File: config.mk
export PLATFORM = sky130hd
export DESIGN_NAME = icdf_issue_ctrl
export DESIGN_NICKNAME = d
export VERILOG_FILES = /design/src/rtl/icdf_pkg.sv /design/src/rtl/icdf_out_fifo.sv /design/src/rtl/icdf_issue_ctrl.sv
export SDC_FILE = /design/constraint.sdc
export NUM_CORES = 1
export LEC_CHECK = 0
export ABC_AREA = 1
export CORE_MARGIN = 2
export CORE_UTILIZATION = 53
export CTS_CLUSTER_SIZE = 30
export DETAILED_ROUTE_END_ITERATION = 12
export PLACE_DENSITY = 0.8
export SKIP_LAST_GASP = 1
export SLEW_MARGIN = 0
export SYNTH_ARGS = -nofsm -noshare
export SYNTH_HDL_FRONTEND = slang
export SYNTH_SLANG_ARGS = --single-unit
File: constraint.sdc
create_clock -name clk -period 4.1 [get_ports clk]
set_clock_uncertainty 0.15 [all_clocks]
set_input_delay 0.615 -clock clk [delete_from_list [all_inputs] [get_ports clk]]
set_output_delay 0.615 -clock clk [all_outputs]
set_load 0.1 [all_outputs]
File: src/rtl/icdf_pkg.sv
// Shared widths, default latencies, FSM states and the segment-address decode
// for the ICDF issue controller.
package icdf_pkg;

   localparam int URNG_W       = 32;
   localparam int ADDR_W       = 7;
   localparam int MASK_W       = 15;
   localparam int RES_W        = 16;
   localparam int PIPE_LAT_DEF = 6;
   localparam int ROM_LAT_DEF  = 1;

   typedef enum logic [1:0] {
      ST_IDLE  = 2'd0,
      ST_RUN   = 2'd1,
      ST_DRAIN = 2'd2
   } state_t;

   // {lz, sub}: lz = leading zeros (capped at 15), sub = three bits under the leading one
   function automatic logic [ADDR_W-1:0] seg_addr(input logic [15:0] field);
      logic [3:0]  lz;
      logic [31:0] sh;
      lz = 4'd15;
      for (int i = 0; i < 16; i++) begin
         if (field[i]) lz = 4'(15 - i);
      end
      sh = {16'h0000, field} << (32'(lz) + 32'd1);
      return {lz, sh[15:13]};
   endfunction

endpackage

File: src/rtl/icdf_out_fifo.sv
// Synchronous result FIFO with occupancy count; writes when full and reads when
// empty are ignored.
module icdf_out_fifo #(
   parameter int W     = 17,
   parameter int DEPTH = 4,
   parameter int CNT_W = $clog2(DEPTH) + 1
) (
   input  logic             clk,
   input  logic             rst,
   input  logic             push,
   input  logic [W-1:0]     wdata,
   input  logic             pop,
   output logic [W-1:0]     rdata,
   output logic [CNT_W-1:0] count,
   output logic             empty
);

   localparam int PTR_W = $clog2(DEPTH);

   logic [W-1:0]     mem [DEPTH];
   logic [PTR_W-1:0] wr_ptr, rd_ptr;
   logic             full, do_push, do_pop;

   assign empty   = (count == '0);
   assign full    = (count == CNT_W'(DEPTH));
   assign do_push = push && !full;
   assign do_pop  = pop && !empty;
   assign rdata   = mem[rd_ptr];

   always_ff @(posedge clk) begin
      if (do_push) mem[wr_ptr] <= wdata;
   end

   always_ff @(posedge clk or posedge rst) begin
      if (rst) begin
         wr_ptr <= '0;
         rd_ptr <= '0;
         count  <= '0;
      end else begin
         if (do_push) wr_ptr <= wr_ptr + PTR_W'(1);
         if (do_pop)  rd_ptr <= rd_ptr + PTR_W'(1);
         if (do_push && !do_pop)      count <= count + CNT_W'(1);
         else if (do_pop && !do_push) count <= count - CNT_W'(1);
      end
   end

endmodule

File: src/rtl/icdf_issue_ctrl.sv
// ICDF issue/flow-control sequencer: decodes uniform samples, tracks in-flight
// tokens and captures sign-corrected results under FIFO credit.
// Optional statistics outputs are enabled by defining ICDF_CTRL_STATS_EN.
module icdf_issue_ctrl
   import icdf_pkg::*;
#(
   parameter int PIPE_LAT   = PIPE_LAT_DEF,
   parameter int ROM_LAT    = ROM_LAT_DEF,
   parameter int FIFO_DEPTH = 4
) (
   input  logic              clk,
   input  logic              rst,
   input  logic              urng_valid,
   input  logic [URNG_W-1:0] urng_data,
   output logic              urng_ready,
   output logic [ADDR_W-1:0] rom_addr,
   output logic              rom_en,
   output logic [MASK_W-1:0] masked_out,
   output logic              dp_en,
   input  logic [RES_W-1:0]  dp_result,
   output logic              out_valid,
   input  logic              out_ready,
   output logic [RES_W-1:0]  out_data,
   output state_t            dbg_state
`ifdef ICDF_CTRL_STATS_EN
   ,
   output logic [31:0]       stat_samples,
   output logic [31:0]       stat_stalls
`endif
);

   localparam int FCNT_W = $clog2(FIFO_DEPTH) + 1;
   localparam int ICNT_W = $clog2(PIPE_LAT + 1);

   // Handshakes: a transfer happens on a rising edge where valid && ready are both
   // high; ready never depends on valid, and valid is not withdrawn by this block.
   state_t              state_q, state_d;
   logic [PIPE_LAT-1:0] tok_q, sgn_q;
   logic [MASK_W-1:0]   mask_q [ROM_LAT];
   logic [ICNT_W-1:0]   inflight;
   logic [FCNT_W-1:0]   fifo_count;
   logic [RES_W:0]      head;
   logic                fifo_empty, credit, issue;

   always_comb begin
      inflight = '0;
      for (int i = 0; i < PIPE_LAT; i++) inflight = inflight + ICNT_W'(tok_q[i]);
   end

   // Counting tokens as well as stored results guarantees every capture has a slot
   assign credit = (32'(fifo_count) + 32'(inflight)) < 32'(FIFO_DEPTH);

   always_comb begin
      state_d    = state_q;
      urng_ready = 1'b0;
      dp_en      = 1'b0;
      case (state_q)
         ST_IDLE: begin
            if (urng_valid) state_d = ST_RUN;
         end
         ST_RUN: begin
            dp_en      = 1'b1;
            urng_ready = credit;
            if (!urng_valid) state_d = ST_DRAIN;
         end
         ST_DRAIN: begin
            dp_en = 1'b1;
            if (urng_valid)          state_d = ST_RUN;
            else if (inflight == '0) state_d = ST_IDLE;
         end
         default: state_d = ST_IDLE;
      endcase
   end

   always_ff @(posedge clk or posedge rst) begin
      if (rst) state_q <= ST_IDLE;
      else     state_q <= state_d;
   end

   assign dbg_state = state_q;
   assign issue     = urng_valid && urng_ready;
   assign rom_en    = issue;
   assign rom_addr  = issue ? seg_addr(urng_data[30:15]) : '0;

   always_ff @(posedge clk or posedge rst) begin
      if (rst) begin
         tok_q <= '0;
         sgn_q <= '0;
         for (int i = 0; i < ROM_LAT; i++) mask_q[i] <= '0;
      end else begin
         tok_q     <= {tok_q[PIPE_LAT-2:0], issue};
         sgn_q     <= {sgn_q[PIPE_LAT-2:0], issue && urng_data[31]};
         mask_q[0] <= issue ? urng_data[MASK_W-1:0] : '0;
         for (int i = 1; i < ROM_LAT; i++) mask_q[i] <= mask_q[i-1];
      end
   end

   assign masked_out = mask_q[ROM_LAT-1];

   icdf_out_fifo #(
      .W     (RES_W + 1),
      .DEPTH (FIFO_DEPTH),
      .CNT_W (FCNT_W)
   ) u_fifo (
      .clk   (clk),
      .rst   (rst),
      .push  (tok_q[PIPE_LAT-1]),
      .wdata ({sgn_q[PIPE_LAT-1], dp_result}),
      .pop   (out_valid && out_ready),
      .rdata (head),
      .count (fifo_count),
      .empty (fifo_empty)
   );

   assign out_valid = !fifo_empty;

   // Negating the most negative result would wrap, so it saturates to the maximum
   always_comb begin
      out_data = '0;
      if (out_valid) begin
         if (!head[RES_W])
            out_data = head[RES_W-1:0];
         else if (head[RES_W-1:0] == {1'b1, {(RES_W-1){1'b0}}})
            out_data = {1'b0, {(RES_W-1){1'b1}}};
         else
            out_data = -head[RES_W-1:0];
      end
   end

`ifdef ICDF_CTRL_STATS_EN
   always_ff @(posedge clk or posedge rst) begin
      if (rst) begin
         stat_samples <= '0;
         stat_stalls  <= '0;
      end else begin
         if (issue) stat_samples <= stat_samples + 32'd1;
         if (state_q == ST_RUN && urng_valid && !urng_ready && stat_stalls != '1)
            stat_stalls <= stat_stalls + 32'd1;
      end
   end
`endif

endmodule

==> reports/qor.txt <==
run status - complete, but fails checks
violated checks - setup timing
Critical Path RT - 3.34 ns
HP Class - flop to flop
vias in the first global route - 4359
Worst slew margin - 0.2916
Post-Syn Nets - 623
wire length per cell - 15.84 um
Startpoint Class - flop
area share of the largest cell type after synthesis - 0.3773
post-route DRC violation count - 0
Synth Flop Type - edfxtp_1
clk root buf - clkbuf_8
wirelength, routed - 12620 um
# IOs - 96
top routing layer in use - met4
largest family of logic cells by synthesized area - simple AND/OR/NAND/NOR gates
total die area - 11030 um2
Synth Area per Inst - 9.803 um2
Layout Nets - 730
Slew @ Worst Pin - 1.061 ns
Row Count - 36
cell count after synthesis - 552
Worst-Skew Late Latency - 0.36 ns
initial antenna violation count - 0
register area share after synthesis - 0.5438
met3 wire len - 1093 um
EDFF count, synth - 68
Die Ht - 105.0 um
Reg clk slew, reported paths - 0.11 ns
clk buf depth - 2
Worst Path Arrival - 3.85 ns
synthesized area - 5411 um2
simple-gate share of the synthesized area - 0.1982
slowest CP cell - fa_1
complex-gate fraction of the synthesized area - 0.1098
fmax - 0.2169 GHz
minimum clock period - 4.611 ns
Max H-tree Level - 3
Max-Cap Viols - 0
Final ANT Viol Nets - 0
register bit total from synthesis - 104
post-synthesis mux area share - 0.002081
IO Port Bufs - 95
Die Wd - 105.0 um
via density per instance - 5.427
gr usage total - 0.2393
Synth cell types - 48
RePlAce Congestion - 0.9378
DRT iter0 DRCs - 270
layout cells sized above 1 - 0.2018
Hold Fails Final Rpt - 0
WL met2 - 6253 um
Area Growth Syn to Fin - 31.98%
Crit. End Element - output port
M1 wire length - 5078 um
CORE AREA - 9864 um2
Async S/R FF share, synth - 0.3462
CTS tree - yes
Synth Area in XOR/XNOR - 0.01780
CTS Buf Count - 9
critical path class - flop to output port
dpl hpwl - 9255 um
antenna diode count - 0
pre-CTS setup slack - -0.1777 ns
number of synthesis warnings - 0
first-pass GRT wire length - 20820 um
Setup WS post-layout - -0.5109 ns
worst path cell trace - fa_1 -> inv_1 -> fa_1 -> inv_1 -> ha_2 -> fa_2 -> ha_4 -> nor4_4 -> inv_2 -> a31oi_4 -> nand2_4 -> nor2_4 -> nand2_2 -> nor2_4 -> buf_12
Max FO, Critical Path - 3
Setup Viol. Count Final - 9
starting density of the core - 0.5486
CTS Sinks - 104
Max stage delay on crit path - 0.55 ns
final slew viol count - 0
pin count of the biggest net entering global routing - 36
total grt overflow - 0
Synth area leader - edfxtp_1
synth top area cells - edfxtp_1 38%, dfrtp_1 17%, nand2_1 8.4%
fin crit share - 1.125
Vias - 4325
unrepaired setup endpoints after global routing - true
Synth Area in Adders - 0.04948
First-pass DRT Iterations - 6
metal layers:
metal / GRT usage / up-vias
li1: - / 2055
met1: 0.2939 / 2040
met2: 0.4123 / 208
met4: 0.07810 / 0
met5: 0 / -
met3: 0.06114 / 22
kinds of logic (layout without fill, tap and decap cells):
kind of cell | Yosys count | count (layout)
adder cells (fa/ha/maj) | 19 | 19
AND/OR/NAND/NOR | 241 | 241
multiplexers | 1 | 1
XOR/XNOR | 11 | 11
AO/OA/AOI/OAI | 82 | 82
flip-flops | 104 | 104
buffers and inverters | 94 | 206
placed cells by master, fill, tap and decap left out, types with 4 or more instances in the layout:
master,instances
clkdlybuf4s50_1,69
o21ai_1,10
nand2_1,117
inv_1,66
a32o_2,9
nand3_1,41
edfxtp_1,68
inv_2,7
buf_4,15
buf_6,4
nor2_4,9
xnor2_1,4
ha_1,12
o21ai_0,8
xor2_1,7
nand2_2,6
clkbuf_8,9
o211ai_1,4
dfrtp_1,35
a21oi_2,12
nand4_1,4
a21oi_1,17
nor2_2,6
buf_12,25
nor2_1,46
through the flow:
| stage | instances | util | hold slack, ns | TNS [ns] | instance area [um2] |
|---|---|---|---|---|---|
| after CTS | 797 | 0.7227 | 0.2206 | -4.130 | 7129 |
| after global routing | 797 | 0.7240 | 0.2340 | -5.354 | 7142 |
| after floorplan | 552 | - | 0.1812 | -6.320 | 5535 |
| after global placement | 778 | 0.6969 | 0.1825 | -0.6039 | 6874 |
| final | 797 | 0.7240 | 0.2204 | -4.002 | 7142 |
| after detailed placement | 778 | 0.6969 | 0.1893 | -1.226 | 6874 |
cells in the mapped netlist, types with 5 or more instances:
cell type / count
nand3_1: 41
xor2_1: 7
inv_1: 68
ha_1: 15
o21ai_0: 8
edfxtp_1: 68
a32o_2: 9
inv_2: 7
buf_6: 8
a31oi_1: 5
nand2_1: 121
o21ai_1: 10
dfrtp_1: 36
a21oi_2: 7
nor2_1: 57
a21oi_1: 23
worst paths after layout:
path	startpoint	to	slack, ns	cells after the start
hold / removal	sgn_q[2]	sgn_q[3]	0.22	0
hold reg to reg	sgn_q[2]	sgn_q[3]	0.22	0
setup reg to reg	tok_q[3]	masked_out[12]	0.46	14
setup / recovery	tok_q[3]	rom_addr[1]	-0.51	15
max in group asynchronous	rst	u_fifo.rd_ptr[0]	2.51	3
min in group asynchronous	rst	sgn_q[0]	0.56	2
area by class of cell:
class	instances	area, um2
tap	133	166.4
inverter	77	297.8
multi-input combinational	354	2206
timing repair buffer	113	1349
clock buffer	9	123.9
fill	699	2723
sequential	104	2944
clock inverter	7	55.05
worst max-delay path, delay by kind of cell, from the launching register on:
kind,cells,cell delay (ns)
AND/OR/NAND/NOR,5,0.71
AO/OA/AOI/OAI,1,0.18
flip-flops,1,0.42
buffers and inverters,4,0.35
adder cells (fa/ha/maj),5,1.81
state kept, by name, indices dropped and copies added (netlist names):
signal	cells
u_fifo.wr_ptr	2
sgn_q	6
tok_q	6
dbg_state	2
masked_out	15
u_fifo.mem	68
u_fifo.rd_ptr	2
u_fifo.count	3
repair_timing:
item | CTS | global route
gates cloned | 0 | 0
setup endpoints to repair | 9 | 14
pin swaps | 7 | 1
hold buffers | 0 | 0
setup buffers | 4 | 1
gates resized for setup | 12 | 6
Power is left out: the tool's default activity adds up to more than one toggle a clock period on the data nets, which glitch-free logic cannot reach.
